### config.mk
export PLATFORM = sky130hd
export DESIGN_NAME = serv_seq_ctrl
export DESIGN_NICKNAME = d
export VERILOG_FILES = /design/src/rtl/serv_seq_pkg.sv /design/src/rtl/serv_seq_cnt.sv /design/src/rtl/serv_seq_ctrl.sv
export SDC_FILE = /design/constraint.sdc
export NUM_CORES = 1
export LEC_CHECK = 0
export BUFFER_PORTS_ARGS = -buffer_cell sky130_fd_sc_hd__buf_2
export CAP_MARGIN = 10
export CORE_AREA = 2 2 39 41
export DETAILED_ROUTE_END_ITERATION = 7
export DIE_AREA = 0 0 41 43
export PLACE_DENSITY = 0.69
export SETUP_SLACK_MARGIN = 0.3
export SLEW_MARGIN = 10
export SYNTH_ARGS = -nofsm -noshare
export SYNTH_HDL_FRONTEND = slang
export SYNTH_SLANG_ARGS = --single-unit
### constraint.sdc
create_clock -name i_clk -period 5.2 [get_ports i_clk]
set_clock_uncertainty 0.15 [all_clocks]
set_input_delay 0.26 -clock i_clk [delete_from_list [all_inputs] [get_ports i_clk]]
set_output_delay 0.26 -clock i_clk [all_outputs]
set_load 0.01 [all_outputs]
### src/rtl/serv_seq_pkg.sv
// Shared types and constants for the SERV bit-serial instruction sequencer.
package serv_seq_pkg;

  localparam int unsigned CNT_W    = 5;
  localparam int unsigned CNT_LAST = 31;

  typedef enum logic [1:0] {
    IDLE = 2'd0,
    INIT = 2'd1,
    MEM  = 2'd2,
    RUN  = 2'd3
  } state_e;

endpackage

### src/rtl/serv_seq_cnt.sv
// 32-phase bit-serial counter with enable, synchronous clear and phase strobes.
module serv_seq_cnt
  import serv_seq_pkg::*;
(
  input  logic             i_clk,
  input  logic             i_rst,
  input  logic             i_en,
  input  logic             i_clr,
  output logic [CNT_W-1:0] o_cnt,
  output logic             o_cnt0,
  output logic             o_cnt1,
  output logic             o_cnt_done
);

  logic [CNT_W-1:0] cnt_q;
  logic [CNT_W-1:0] cnt_d;

  // Wraps naturally from the last phase back to 0 so INIT flows into RUN.
  always_comb begin
    cnt_d = cnt_q;
    if (i_clr) begin
      cnt_d = '0;
    end else if (i_en) begin
      cnt_d = cnt_q + CNT_W'(1);
    end
  end

  always_ff @(posedge i_clk or posedge i_rst) begin
    if (i_rst) begin
      cnt_q <= '0;
    end else begin
      cnt_q <= cnt_d;
    end
  end

  assign o_cnt      = cnt_q;
  assign o_cnt0     = i_en & (cnt_q == CNT_W'(0));
  assign o_cnt1     = i_en & (cnt_q == CNT_W'(1));
  assign o_cnt_done = i_en & (cnt_q == CNT_W'(CNT_LAST));

endmodule

### src/rtl/serv_seq_ctrl.sv
// SERV instruction sequencer: IDLE -> [INIT -> [MEM]] -> RUN, driving the phase
// counter strobes, bufreg shift enable and the data-bus cycle request.
module serv_seq_ctrl
  import serv_seq_pkg::*;
#(
  parameter int unsigned W = 1
) (
  input  logic             i_clk,
  input  logic             i_rst,
  input  logic             i_start,
  input  logic             i_two_stage,
  input  logic             i_mem_op,
  input  logic             i_bufreg_run,
  input  logic             i_dbus_ack,
  output logic             o_busy,
  output logic             o_init,
  output logic             o_cnt_en,
  output logic [CNT_W-1:0] o_cnt,
  output logic             o_cnt0,
  output logic             o_cnt1,
  output logic             o_cnt_done,
  output logic             o_bufreg_en,
  output logic             o_dbus_cyc,
  output logic             o_done
);

  if (W != 1) begin : g_w_check
    $error("serv_seq_ctrl: only W=1 is supported");
  end

  state_e state_q;
  state_e state_d;
  logic   mem_q;
  logic   mem_d;
  logic   cnt_en;
  logic   cnt_done;

  // Next-state logic; mem_op only matters for two-stage instructions.
  always_comb begin
    state_d = state_q;
    mem_d   = mem_q;
    unique case (state_q)
      IDLE: begin
        if (i_start) begin
          mem_d   = i_mem_op & i_two_stage;
          state_d = i_two_stage ? INIT : RUN;
        end
      end
      INIT: begin
        if (cnt_done) begin
          state_d = mem_q ? MEM : RUN;
        end
      end
      MEM: begin
        if (i_dbus_ack) begin
          state_d = RUN;
        end
      end
      RUN: begin
        if (cnt_done) begin
          state_d = IDLE;
        end
      end
      default: state_d = IDLE;
    endcase
  end

  always_ff @(posedge i_clk or posedge i_rst) begin
    if (i_rst) begin
      state_q <= IDLE;
      mem_q   <= 1'b0;
    end else begin
      state_q <= state_d;
      mem_q   <= mem_d;
    end
  end

  assign cnt_en = (state_q == INIT) | (state_q == RUN);

  serv_seq_cnt u_cnt (
    .i_clk      (i_clk),
    .i_rst      (i_rst),
    .i_en       (cnt_en),
    .i_clr      (~cnt_en),
    .o_cnt      (o_cnt),
    .o_cnt0     (o_cnt0),
    .o_cnt1     (o_cnt1),
    .o_cnt_done (cnt_done)
  );

  // Outputs are pure decodes so an asynchronous reset clears them at once.
  assign o_busy      = (state_q != IDLE);
  assign o_init      = (state_q == INIT);
  assign o_cnt_en    = cnt_en;
  assign o_cnt_done  = cnt_done;
  assign o_bufreg_en = cnt_en & (o_init | i_bufreg_run);
  assign o_dbus_cyc  = (state_q == MEM);
  assign o_done      = cnt_done & (state_q == RUN);

endmodule

==> run summary <==
Die Span Y: 43 um
Worst setup endpoint: o_cnt1
total of fill cells in the finished design: 140
Final Routed Wirelength: 932 um
transition at the pin with the smallest max-transition slack: 0.314 ns
power share of the clock group: 0.124
final std cell area, no fill: 701 um2
GR Util met2: 0.197
routability-driven placement congestion ratio: 0.686
capture instance of the worst register-to-register path: state_q[1]
netlist area before placement: 548 um2
standard-cell rows: 14
mean area per synthesized cell: 9.96 um2
Static Leak: 0.406 nW
die width: 41 um
final cell count without fillers: 95
first-pass GRT wire length: 1590 um
pwr/cell area: 548 mW/mm2
Power Internal: 0.218 mW
proportion of synthesized area in mux cells: 0.0548
total congestion overflow after global routing: 0
number of DRC violations after detailed-routing iteration 0: 10
placeable core area: 0.00138 mm2
dominant combinational cell family by area after synthesis: simple AND/OR/NAND/NOR gates
Setup Slack @ Placement: 3.46 ns
die footprint: 0.00176 mm2
number of violations of the max-capacitance limit: 0
leading area contributor after synthesis: sky130_fd_sc_hd__dfrtp_1
cells along the critical path: inv_1, ha_1, nor2_2, nor4_2, and2_1, buf_2
combinational power share: 0.591
detailed-router iteration count before antenna repair: 4
global routing's busiest layer: met2
via count: 444
area fraction of the dominant cell type after synthesis: 0.365
R2R cell count: 6
most area-consuming cells after synthesis: sky130_fd_sc_hd__dfrtp_1 (37%), sky130_fd_sc_hd__ha_1 (21%), sky130_fd_sc_hd__inv_1 (6.2%), sky130_fd_sc_hd__mux2i_1 (5.5%), sky130_fd_sc_hd__nor2b_1 (3.4%)
cell count after synthesis: 55
net switching power figure: 0.166 mW
antenna violations before repair: 0
met1 Track Usage GR: 0.164
Req. time, crit path: 4.79 ns
post-route antenna net violation count: 0
CTS-repair resized insts: 0
Top Family by Delay on Critical Path: simple AND/OR/NAND/NOR gates
gr usage total: 0.129
detailed placer's ending HPWL: 792 um
share of post-route cells with drive strength above 1: 0.354
Final nets: 97
number of antenna cells inserted: 0
starting utilization of the core area: 0.396
CP max stage delay: 0.38 ns
final setup TNS: 0 ns
met3 Use GR: 0.0157
area of placed instances: 668 um2
path class of the lowest-slack min-delay path: primary input to flip-flop
number of pins exceeding their max-slew limit in the final report: 0
Num CTS Buffers: 3
final core utilization: 0.506
proportion of total power due to net switching: 0.432
Clk pin slew, worst setup/hold paths: 0.05 ns
result of the run: finished, final reports clean
count of input and output buffers: 20
Crit. path cell count: 6
number of design rule violations left after detail routing: 0
Critical Path Source: state_q[1]
number of setup violations in the final report: 0
complex-gate fraction of the synthesized area: 0.0662
CTS tree: built
critical path launch point type: flip-flop
largest net degree at the start of global routing: 9
Clock Root Buffer: sky130_fd_sc_hd__clkbuf_4
commonest non-fill, non-tap cell in the layout: sky130_fd_sc_hd__buf_2
sequential area share after synthesis: 0.365
capturing element type of the critical path: output port
post-detailed-route via-to-cell ratio: 4.67
FF+latch count, synth: 8
H-tree depth: 1
fin worst setup slack: 3.21 ns
xor and xnor fraction of the mapped netlist area: 0.0320
instance count after placement with tap cells included: 91
relative max-transition margin: 0.791
Critical Path AT: 1.58 ns
adder-cell share of the synthesized area: 0.205
unrepaired setup endpoints after global routing: false
top library cells by usage in the layout, fill and taps aside: sky130_fd_sc_hd__buf_2 (20), sky130_fd_sc_hd__inv_1 (9), sky130_fd_sc_hd__ha_1 (9), sky130_fd_sc_hd__dfrtp_1 (8)
slack of the worst reg-to-reg path: 3.46 ns
number of global-route vias before repair: 418
fin crit period: 1.99 ns
clock latency reported for the late side of the worst-skew pair: 0.25 ns
number of different library cells in the post-synthesis netlist: 23
IR Drop Worst-Case VDD: 0.221 mV
Yosys warning count: 0
Reg power frac: 0.286
Crit Path Max Fanout: 7
synthesis-to-finish area growth: 27.9%
Final period util: 0.383
Syn Nets: 71
number of sinks on the clock net: 8
critical-path cell with the highest stage delay: sky130_fd_sc_hd__dfrtp_1
deepest clock path buffer count: 2
number of top-level pins: 21
Simple-Gate Fraction of Synth Area: 0.215
Setup CP Type: flip-flop to output port
worst r2r src: u_cnt.o_cnt[0]
maximum frequency from static timing analysis: 0.502 GHz
wire length per cell after detailed routing: 9.81 um
count of endpoints failing hold in the final timing report: 0
combined buffer and inverter count along the critical path: 2
[per-layer routing]
layer | routed length, um | vias up
li1 | - | 228
met1 | 441 | 202
met2 | 430 | 12
met3 | 40 | 2
met4 | 19 | 0
met5 | 0 | -
[cells in the mapped netlist (all sizes together)]
cell    count
inv         9
nor2b       3
ha          9
xnor2       1
a21o        1
xor2        1
and2        3
or2         1
nand2b      2
o21bai      1
nor4        1
dfrtp       8
a31oi       1
nand3       1
mux2i       3
nand2       2
a41oi       1
and3        2
nor2        4
a21oi       1
[worst min-delay path by stage]
stage | depth (start not counted) | end | startpoint
2_1_floorplan | 1 | mem_q | i_rst
4_1_cts | 3 | mem_q | i_mem_op
3_3_place_gp | 2 | mem_q | i_rst
3_5_place_dp | 2 | mem_q | i_rst
5_1_grt | 3 | mem_q | i_mem_op
6_report | 3 | mem_q | i_mem_op
[registers in the layout (all words and copies together), names as in the netlist]
register and flops:
mem_q 1, state_q 2, u_cnt.o_cnt 5
[what timing repair did]
action / in CTS / in global routing
endpoints found under the hold margin: 8 / 0
hold buffers: 1 / 0
buffers inserted: 0 / 0
[area by class of cell]
class / count / area, um2 / share of cell area
Clock buffer: 3 / 22.5 / 0.0321
Tap cell: 16 / 20.0 / 0.0286
Sequential cell: 8 / 200 / 0.286
Inverter: 9 / 33.8 / 0.0482
Timing Repair Buffer: 21 / 110 / 0.157
Multi-Input combinational cell: 38 / 314 / 0.448
[power by group through the flow]
stage | combinational (mW) | clock [mW] | sequential [mW]
after floorplan | 0.160 | 0 | 0.111
after global placement | 0.229 | 0 | 0.109
after detailed placement | 0.231 | 0 | 0.111
after CTS | 0.231 | 0.0503 | 0.110
after global routing | 0.257 | 0.0530 | 0.114
final | 0.227 | 0.0476 | 0.110
[through the flow]
| stage | power [mW] | hold slack (ns) |
|---|---|---|
| 4_1_cts | 0.391 | 0.103 |
| 3_5_place_dp | 0.342 | 0.0755 |
| 3_3_place_gp | 0.338 | 0.0735 |
| 5_1_grt | 0.423 | 0.114 |
| 6_report | 0.384 | 0.107 |
| 2_1_floorplan | 0.272 | -0.0743 |
[worst min-delay path: cells and delay by family]
kind / cells / cell delay, ns
buf+inv: 1 / 0.09
mux: 1 / 0.05
simple gates: 1 / 0.05
[logic make-up after synthesis]
kind of cell,after synthesis
xor+xnor,2
mux,3
flops,8
simple gates,19
buf+inv,9
compound gates,5
fa+ha+maj,9
Power figures use the tool's default switching activity.
